`src/rtl/univ_shift_reg.sv`:
```
// Universal shift register: hold, shift, rotate and parallel load, applied
// once per cycle or as an autonomous multi-cycle burst started by a pulse.
module univ_shift_reg #(
  parameter int unsigned WIDTH = 8,
  parameter int unsigned CNT_W = $clog2(WIDTH + 1)
) (
  input  logic             clk,
  input  logic             rst,
  input  logic [2:0]       mode,
  input  logic             s_in,
  input  logic [WIDTH-1:0] d_in,
  input  logic             start,
  input  logic [CNT_W-1:0] count,
  output logic [WIDTH-1:0] q_out,
  output logic             s_out,
  output logic             busy,
  output logic             done
);

  localparam logic [2:0] MODE_HOLD = 3'b000;
  localparam logic [2:0] MODE_SHL  = 3'b001;
  localparam logic [2:0] MODE_SHR  = 3'b010;
  localparam logic [2:0] MODE_ROL  = 3'b011;
  localparam logic [2:0] MODE_ROR  = 3'b100;
  localparam logic [2:0] MODE_LOAD = 3'b101;

  typedef enum logic {
    IDLE  = 1'b0,
    BURST = 1'b1
  } state_t;

  state_t           state, state_nxt;
  logic [2:0]       mode_q, mode_nxt;
  logic [CNT_W-1:0] rem_q, rem_nxt;
  logic [WIDTH-1:0] q_nxt;
  logic             s_nxt;
  logic             busy_nxt;
  logic             done_nxt;
  logic [2:0]       op;

  // State register and registered outputs
  always_ff @(posedge clk or negedge rst) begin
    if (!rst) begin
      state  <= IDLE;
      mode_q <= 3'b000;
      rem_q  <= '0;
      q_out  <= '0;
      s_out  <= 1'b0;
      busy   <= 1'b0;
      done   <= 1'b0;
    end else begin
      state  <= state_nxt;
      mode_q <= mode_nxt;
      rem_q  <= rem_nxt;
      q_out  <= q_nxt;
      s_out  <= s_nxt;
      busy   <= busy_nxt;
      done   <= done_nxt;
    end
  end

  // Next-state: choose the operation for this edge, then apply it
  always_comb begin
    state_nxt = state;
    mode_nxt  = mode_q;
    rem_nxt   = rem_q;
    busy_nxt  = 1'b0;
    done_nxt  = 1'b0;
    op        = MODE_HOLD;
    q_nxt     = q_out;
    s_nxt     = s_out;

    case (state)
      IDLE: begin
        if (start) begin
          // The start edge itself performs no register operation
          mode_nxt = mode;
          rem_nxt  = count;
          if ((mode >= MODE_SHL) && (mode <= MODE_ROR) && (count != '0)) begin
            state_nxt = BURST;
            busy_nxt  = 1'b1;
          end else begin
            done_nxt = 1'b1;
          end
        end else begin
          op = mode;
        end
      end
      BURST: begin
        op      = mode_q;
        rem_nxt = rem_q - CNT_W'(1);
        if (rem_q == CNT_W'(1)) begin
          state_nxt = IDLE;
          done_nxt  = 1'b1;
        end else begin
          busy_nxt = 1'b1;
        end
      end
      default: state_nxt = IDLE;
    endcase

    case (op)
      MODE_SHL: begin
        q_nxt = {q_out[WIDTH-2:0], s_in};
        s_nxt = q_out[WIDTH-1];
      end
      MODE_SHR: begin
        q_nxt = {s_in, q_out[WIDTH-1:1]};
        s_nxt = q_out[0];
      end
      MODE_ROL: begin
        q_nxt = {q_out[WIDTH-2:0], q_out[WIDTH-1]};
        s_nxt = q_out[WIDTH-1];
      end
      MODE_ROR: begin
        q_nxt = {q_out[0], q_out[WIDTH-1:1]};
        s_nxt = q_out[0];
      end
      MODE_LOAD: q_nxt = d_in;
      default: ;
    endcase
  end

endmodule

```
`config.mk`:
```
export PLATFORM = sky130hd
export DESIGN_NAME = univ_shift_reg
export DESIGN_NICKNAME = d
export VERILOG_FILES = /design/src/rtl/univ_shift_reg.sv
export SDC_FILE = /design/constraint.sdc
export NUM_CORES = 1
export LEC_CHECK = 0
export BUFFER_PORTS_ARGS = -buffer_cell sky130_fd_sc_hd__buf_2
export CORE_MARGIN = 5
export CORE_UTILIZATION = 46
export DETAILED_ROUTE_END_ITERATION = 8
export PLACE_DENSITY_LB_ADDON = 0.3
export SYNTH_ARGS = -nofsm -noshare
export SYNTH_HDL_FRONTEND = slang
export SYNTH_SLANG_ARGS = --single-unit
```
`constraint.sdc`:
```
create_clock -name clk -period 1.4 [get_ports clk]
set_input_delay 0.07 -clock clk [delete_from_list [all_inputs] [get_ports clk]]
set_output_delay 0.07 -clock clk [all_outputs]
set_load 0.03 [all_outputs]
```
==> results.cfg, run 1 <==
[critical_path]
path_class = reg -> reg
cp_slowest_stage_delay_ns = 0.56
r2r_start = state
arrival_ns = 1.77
cp_max_fo = 8
worstSetupEndpointType = register
critPathLaunch = state
reg2reg_to = q_out[0]
required_ns = 1.60
slowest_stage = or4b_4
worstRegToRegCells = 4
start_kind = register
reg2reg_setup_slack_ns = -0.17
worstPathCellList = or4b_4, nand2_4, a21oi_2, o41ai_2
cp-endpoint = q_out[0]

[synth]
synth_seq_cells = 18
synth-simple-area-share_pct = 15.5
ys_warn_count = 0
synth_mux_area_share_pct = 3.01
synth_fa_ha_area_share_pct = 2.23
synth_compound_area_share_pct = 30.7
synth.top_cells.by_area = dfrtp_1, o221a_2, a21oi_1
synth_area_um2 = 1120
synth-seq-area-share_pct = 40.1
ys.flop_type = dfrtp_1
yosysUniqueCellTypes = 40
synthXorXnorAreaFrac_pct = 4.68
synthesis.nets = 135
synth_top_family_by_area = compound AO/OA/AOI/OAI gates
synth_top_area_share_pct = 40.1
synthCells = 114
async_reset_ff_share_pct = 100
avgSynthCellArea_um2 = 9.84
yosysTopAreaCell = dfrtp_1
synth_edf_count = 0

[outcome]
outcome = complete, but fails checks
failed_checks = negative setup slack

[die]
die_area_um2 = 3530
die_w_um = 59.4
start_util_pct = 49.3
io_pins = 30
core_um2 = 2280
fp-row-count = 17
die_h_um = 59.4

[power_and_ir_drop]
p_seq_share_pct = 28.1
p_int_uw = 2080
leakagePower_uw = 0.000650
p_comb_share_pct = 63.4
ir_drop_mv = 1.50
power.density_nw_per_um2 = 2540
p_sw_uw = 1670
sw_frac_of_total_pct = 44.6
power_frac_clock_pct = 8.5

[timing]
fin_tns_setup_ns = -1.29
post-route-period-util_pct = 112
rsz0062_at_grt = yes
finalHoldViolations = 0
max_slew.worst_pin.slew_ns = 0.428
fin_ws_ns = -0.168
fmax_mhz = 638
period_needed_ns = 1.57
finClkSkew_ns = 0.00723
setup_viol = 9
slew_violations = 0
slew_headroom_pct = 71.5

[grt]
grt_max_degree = 23
grt_pass1_vias = 1043
grt_antenna_before_repair = 0
grt_pass1_wl_um = 4770
track_usage_pct = 17.6
grt.overflow.total = 0

[placed_design]
dpl-instance-area_um2 = 1400
io_buffers = 29
numPlacedInstances = 179
place_congestion = 0.900
hpwlAfterDp_um = 2180

[detailed_routing]
dr.pass1.iters = 4
drc = 0
vias_per_cell = 5.73
vias = 1054
routed_wl_um = 2880
initialDrtViolationCount = 21
routedWlPerCell_um = 15.7
postRouteAntennaNets = 0

[layout]
nNetsFinal = 178
multiInputGateArea_um2 = 664
design_area_um2 = 1480
final-seq-area_um2 = 452
final_cell_mix = buf_2, dfrtp_1, a21oi_1, buf_4
fin_cells = 184
area.growth.synth_to_final_pct = 31.4
fill_cells = 190
utilization_pct = 64.8
drive_above_1_share_pct = 46.2
num_antenna_cells = 0
mostFrequentLayoutCell = buf_2

[cts]
tritoncts = built
clkLatencyLatePin_ns = 0.29
cts_max_level = 1
clock_path_buffers = 2
cts_buffers = 3
clock_sinks = 18
path_clk_slew_ns = 0.11
clock-root-buffer = clkbuf_4

[min_path]
hold_path_class = in -> reg
worstHoldStart = count[0]

[job]
cap_violations = 0
[worst max-delay path, delay by kind of cell, from the launching register on]
kind | cells | cell delay (ns)
AO/OA/AOI/OAI | 2 | 0.36
flip-flops | 1 | 0.43
AND/OR/NAND/NOR | 2 | 0.69
[power groups by stage]
stage / logic [µW] / clock network [µW] / registers (µW)
2_1_floorplan: 1330 / 0 / 1290
3_3_place_gp: 2230 / 0 / 1040
3_5_place_dp: 2280 / 0 / 1050
4_1_cts: 2310 / 332 / 1050
5_1_grt: 2560 / 354 / 1100
6_report: 2380 / 319 / 1050
[routing by layer]
layer / up-vias / track usage [%] / part of all wire [%]
li1: 520 / - / -
met1: 504 / 21.6 / 43
met2: 28 / 31.4 / 51
met3: 2 / 4.79 / 5.4
met4: 0 / 1.94 / 0.31
met5: - / 0 / 0
[kinds of logic (layout without fill, tap and decap cells)]
group | after synthesis | count (layout)
xor gates and xnor gates | 6 | 6
AOI/OAI and AO/OA | 46 | 46
buffers and inverters | 10 | 52
and+or+nand+nor | 29 | 29
DFF | 18 | 18
muxes | 3 | 3
adders and majority gates | 2 | 2
[flip-flops by register name, indices dropped and copies added, names as in the netlist]
name	cells
s_out	1
state	1
q_out	8
mode_q	3
done	1
rem_q	4
[through the flow]
| stage | setup slack, ns | power [µW] | hold slack (ns) |
|---|---|---|---|
| after detailed placement | -0.277 | 3340 | 0.0241 |
| after global placement | -0.237 | 3270 | 0.0252 |
| after floorplan | -0.249 | 2620 | -0.226 |
| final | -0.168 | 3750 | 0.0615 |
| after CTS | -0.174 | 3690 | 0.0529 |
| after global routing | -0.235 | 4010 | 0.0501 |
[final cells by class]
class | instances | area share, %
tap | 28 | 2.37
inverter | 5 | 1.27
sequential | 18 | 30.6
clock buffer | 4 | 2.46
multi-input combinational | 86 | 45.0
timing repair buffer | 43 | 18.2
[repair_timing]
action	CTS	global route
resized for setup	3	5
hold buffers	1	0
pin swaps	1	1
hold endpoints to repair	18	0
setup endpoints to repair	9	11
setup buffers	0	0
[worst min path at each step]
stage,cells past startpoint,endpoint
5_1_grt,3,rem_q[1]
2_1_floorplan,0,done
3_5_place_dp,1,q_out[2]
6_report,3,rem_q[0]
3_3_place_gp,1,q_out[2]
4_1_cts,3,rem_q[0]
[cells in the mapped netlist, types with 2 or more instances]
cell type	instances
o221a_2	7
xor2_1	2
xnor2_1	4
dfrtp_1	18
o21ai_0	8
nand2b_1	2
buf_1	2
inv_1	5
mux2_2	3
nor2b_1	3
nor3_1	8
nand2_1	2
nand3b_1	2
nor2_1	5
a22oi_1	2
ha_1	2
a21oi_1	12
a211oi_1	5
(Power assumes the default switching activity.)
==> run 2: changes to the inputs <==
Settings changed: ABC_AREA set to 1, CORE_UTILIZATION 46 to 47.
==> run 2 against run 1 <==
  * Critical path type unchanged
  * Area after synthesis up 8.5%
  * Die area grew 5.1%
  * Via count grew 25%
  * Sequential share of layout area fell by 4.4 points
  * Maximum frequency is 1.3% higher
  * Critical endpoint is now q_out[7]
  * Cell count is 33% higher
  * Final area is 17% higher
  * Worst hold slack worse by 0.060 ns
  * The flow still finishes with violations (negative setup slack)
==> results.cfg, run 2 <==
[outcome]
outcome = complete, but fails checks
failed_checks = negative setup slack

[layout]
num_antenna_cells = 0
top_regs = q_out x8, rem_q x4, mode_q x3
nNetsFinal = 236
largest_reg_flops = 8
top_register = q_out
multiInputGateArea_um2 = 795
final-seq-area_um2 = 452
fill_cells = 195
area.growth.synth_to_final_pct = 41.7
drive_above_1_share_pct = 42.5
fin_cells = 244
final_cell_mix = nand2_1, buf_2, inv_1, dfrtp_1, nand3_1
mostFrequentLayoutCell = nand2_1

[synth]
synth_edf_count = 0
synth_top_area_share_pct = 37.0
synth-seq-area-share_pct = 37.0
synth_area_um2 = 1220
async_reset_ff_share_pct = 100
synth.top_cells.by_area = dfrtp_1, nand2_1, nand3_1
synthesis.nets = 186
avgSynthCellArea_um2 = 7.38
synth_seq_cells = 18
yosysTopAreaCell = dfrtp_1
synth_common_cells = nand2_1, inv_1, nand3_1, dfrtp_1, o21ai_0
post-synth-top-count-cell = nand2_1
yosysUniqueCellTypes = 25
synthCells = 165
ys.flop_type = dfrtp_1
ys_warn_count = 0

[detailed_routing]
initialDrtViolationCount = 81
routed_wl_um = 3570
vias = 1316
dr.pass1.iters = 4
drc = 0
postRouteAntennaNets = 0
vias_per_cell = 5.39
routedWlPerCell_um = 14.6

[critical_path]
path_class = reg -> reg
crit_top_cell = nand2_4
worstSetupEndpointType = register
arrival_ns = 1.79
slowest_stage = dfrtp_2
start_kind = register
cp_max_fo = 6
worstPathCellList = nor2_8, nand2_4, nand2_4, nand2_4, buf_6, o21ai_0, nor2_1, nor2_1
required_ns = 1.65
cp_slowest_stage_delay_ns = 0.50

[grt]
grt.overflow.total = 0
grt_pass1_wl_um = 5470
grt_pass1_vias = 1266
grt_max_degree = 19
track_usage_pct = 19.9
grt_antenna_before_repair = 0

[cts]
clock-root-buffer = clkbuf_4
clkLatencyLatePin_ns = 0.31
cts_max_level = 1
clock_sinks = 18
path_clk_slew_ns = 0.12
tritoncts = built
cts_buffers = 3
clock_path_buffers = 2

[die]
die_w_um = 60.9
fp-row-count = 18
io_pins = 30
die_h_um = 60.9
core_um2 = 2480
die_area_um2 = 3710
start_util_pct = 49.1

[power_and_ir_drop]
total_power_uw = 4810
power.density_nw_per_um2 = 2790
leakagePower_uw = 0.000920
ir_drop_mv = 1.87

[timing]
slew_headroom_pct = 71.9
finClkSkew_ns = 0.00603
rsz0062_at_grt = yes
fmax_mhz = 646
period_needed_ns = 1.55
fin_ws_ns = -0.148
finalHoldViolations = 0
fin_tns_setup_ns = -1.11
slew_violations = 0
max_slew.worst_pin.slew_ns = 0.421
setup_viol = 9
post-route-period-util_pct = 111

[placed_design]
pre_cts_slack_ns = -0.158
hpwlAfterDp_um = 2330
place_congestion = 0.835
numPlacedInstances = 234
io_buffers = 29

[job]
cap_violations = 0

[min_path]
hold_path_class = in -> reg
[run 2: cell count changes after synthesis, sizes merged, moves of 8 or more]
cell / change
a21oi: -9
inv: +21
nand2: +48
nand3: +20
nor3: -8
o21ai: +9
[run 2: cell type report]
| cell class | instances | share of cell area (%) |
|---|---|---|
| repair buffers | 47 | 17.7 |
| well taps | 30 | 2.18 |
| flip-flops and latches | 18 | 26.2 |
| clock buffers | 4 | 2.10 |
| multi-input cells | 119 | 46.0 |
| inverters | 26 | 5.80 |
[run 2: logic make-up after synthesis]
| family | Yosys count | synth area share, % |
|---|---|---|
| simple gates | 87 | 34.5 |
| buf+inv | 30 | 11.4 |
| compound gates | 27 | 14.3 |
| flops | 18 | 37.0 |
| fa+ha+maj | 2 | 2.06 |
| xor+xnor | 1 | 0.720 |
[run 2: routing by layer]
metal	track usage (%)	vias up	part of all wire [%]
li1	-	635	-
met1	26.2	623	44
met2	32.7	49	48
met3	2.55	9	6.0
met4	8.67	0	2.2
met5	0	-	0
[run 2: through the flow]
step                      hold WS [ns]  util (%)  instance area, µm²
after detailed placement        0.0285      59.2                1470
after global placement          0.0344      59.2                1470
after floorplan                 -0.226         -                1220
after global routing            0.0195      69.6                1730
after CTS                      0.00185      66.1                1640
final                          0.00185      69.6                1730
[run 2: repair_timing]
item	CTS	global route
hold buffers	1	0
endpoints found under the hold margin	18	0
buffers inserted	4	0
pin swaps	7	22
resized for setup	19	24
gates cloned	2	0
endpoints found under the setup margin	9	15
[run 2: path summary, 6_finish.rpt]
path	start	end	slack, ns	cells after the start
worst max-delay path	state	q_out[7]	-0.15	8
max in group asynchronous	rst	state	0.88	2
min in group asynchronous	rst	mode_q[1]	0.21	2
worst min-delay path	count[1]	rem_q[1]	0.002	3
worst max register to register	state	q_out[7]	-0.15	8
worst min register to register	mode_q[1]	mode_q[1]	0.53	2
[run 2: worst max-delay path, delay by kind of cell, from the launching register on]
family / cells / cell delay, ns
AND/OR/NAND/NOR: 6 / 0.66
AO/OA/AOI/OAI: 1 / 0.18
flip-flops: 1 / 0.50
buffers and inverters: 1 / 0.15
[run 2: power by group]
part	switching, µW	internal (µW)
sequential	243	796
clock	184	159
combinational	2090	1330
total	2520	2290
==> run 3: changes to the inputs <==
Settings changed: CORE_MARGIN 5 to not set, GPL_TIMING_DRIVEN set to 0.
==> run 3 against run 2 <==
  * The run still ends with negative setup slack left
  * Highest routed layer unchanged
  * Final area is 2.2% lower
  * Clock-buffer cell count is the same
  * Sequential power about the same
  * Cell count rose by 1.2%
  * Setup slack worse by 0.017 ns
  * First-iteration DRC count is 56% lower
  * Global-route usage up 4.2 points
  * Clock power decreased by 3%
  * Critical path depth grew 2
  * Sequential share of layout area up 0.60 points
==> results.cfg, run 3 (synthesis gave the netlist of run 2 again) <==
[outcome]
outcome = complete, but fails checks
failed_checks = negative setup slack

[critical_path]
path_class = reg -> reg
start_kind = register
reg2reg_to = q_out[3]
required_ns = 1.60
worstSetupEndpointType = register
r2r_start = state
reg2reg_setup_slack_ns = -0.16
worstRegToRegCells = 10
cp_max_fo = 8
arrival_ns = 1.77

[layout]
largest_reg_flops = 8
num_antenna_cells = 0
nNetsFinal = 239
top_register = q_out
drive_above_1_share_pct = 39.6
design_area_um2 = 1690
final_cell_mix = nand2_1, buf_2, inv_1, nand3_1, dfrtp_1
area.growth.synth_to_final_pct = 38.5
mostFrequentLayoutCell = nand2_1
top_regs = q_out x8, rem_q x4, mode_q x3
utilization_pct = 68.7
fill_cells = 193

[cts]
tritoncts = built
cts_max_level = 1
path_clk_slew_ns = 0.11
cts_buffers = 3
clock_path_buffers = 2
clkLatencyLatePin_ns = 0.30
clock_sinks = 18
clock-root-buffer = clkbuf_4

[grt]
grt_antenna_before_repair = 0
grt.overflow.total = 0
grt_max_degree = 19
grt_pass1_wl_um = 4900
grt_pass1_vias = 1199
track_usage_pct = 24.1

[power_and_ir_drop]
power.density_nw_per_um2 = 2810
ir_drop_mv = 1.50
leakagePower_uw = 0.000909

[timing]
finClkSkew_ns = 0.00371
fmax_mhz = 639
post-route-period-util_pct = 112
fin_tns_setup_ns = -1.19
setup_viol = 9
slew_headroom_pct = 70.7
finalHoldViolations = 0
period_needed_ns = 1.56
max_slew.worst_pin.slew_ns = 0.434
slew_violations = 0
rsz0062_at_grt = yes
fin_ws_ns = -0.165
hold_slack_ns = 0.0439

[die]
die_h_um = 52.9
fp-row-count = 18
start_util_pct = 49.6
die_w_um = 52.9
core_um2 = 2450
io_pins = 30
die_area_um2 = 2800

[min_path]
hold_path_class = in -> reg
worstHoldStart = count[0]
hold_depth = 3
min_to = rem_q[0]

[placed_design]
place_congestion = 0.840
dpl-instance-area_um2 = 1400
hpwlAfterDp_um = 2130
io_buffers = 29

[detailed_routing]
routed_wl_um = 3210
drc = 0
routedWlPerCell_um = 13.0
vias = 1296
vias_per_cell = 5.25
dr.pass1.iters = 4
initialDrtViolationCount = 36
postRouteAntennaNets = 0

[job]
cap_violations = 0
run 3: where the power goes:
part	total, µW	internal [µW]	leakage [µW]	switching, µW
clock network	333	159	0.0000210	175
registers	1030	796	0.000219	234
logic	3380	1430	0.000669	1950
total	4740	2380	0.000909	2350
run 3: how the worst max path moves through the flow:
stage | startpoint | end | depth (start not counted)
after floorplan | state | q_out[3] | 10
final | state | q_out[3] | 10
after CTS | state | q_out[4] | 11
after global placement | state | q_out[3] | 10
after detailed placement | state | q_out[3] | 10
after global routing | state | q_out[6] | 11
run 3: metrics by stage:
stage / instances / setup WS [ns] / power, µW
2_1_floorplan: 165 / -0.149 / 2970
3_3_place_gp: 224 / -0.195 / 3450
3_5_place_dp: 224 / -0.234 / 3550
4_1_cts: 240 / -0.180 / 4320
5_1_grt: 247 / -0.242 / 5120
6_report: 247 / -0.165 / 4740
run 3: timing repair:
item | in CTS | in global routing
gates cloned | 2 | 0
pin swaps | 13 | 9
endpoints found under the hold margin | 19 | 0
resized for setup | 14 | 16
hold buffers | 2 | 0
buffers inserted | 9 | 7
endpoints found under the setup margin | 9 | 9
run 3: layer usage:
layer / up-vias / track usage [%] / wire length, µm
met2: 36 / 45.4 / 1770
met4: 0 / 11.4 / 60
li1: 642 / - / -
met3: 9 / 3.74 / 111
met1: 609 / 25.8 / 1270
met5: - / 0 / 0
run 3: critical path, stage by stage, from the launching register on:
cell and delay (ns):
dfrtp_2 0.50, nand2_4 0.09, inv_2 0.04, a21oi_4 0.22, buf_12 0.15, nand2_8 0.05
nand3_4 0.07, buf_6 0.14, nand3_2 0.07, nor2_1 0.10, nor2_1 0.05
run 3: layout make-up:
class	instances	area [µm²]	area share, %
Clock buffer	4	36.3	2.15
Multi-Input combinational cell	117	713	42.3
Timing Repair Buffer	49	314	18.6
Tap cell	30	37.5	2.23
Inverter	26	100	5.93
Buffer	3	33.8	2.00
Sequential cell	18	452	26.8
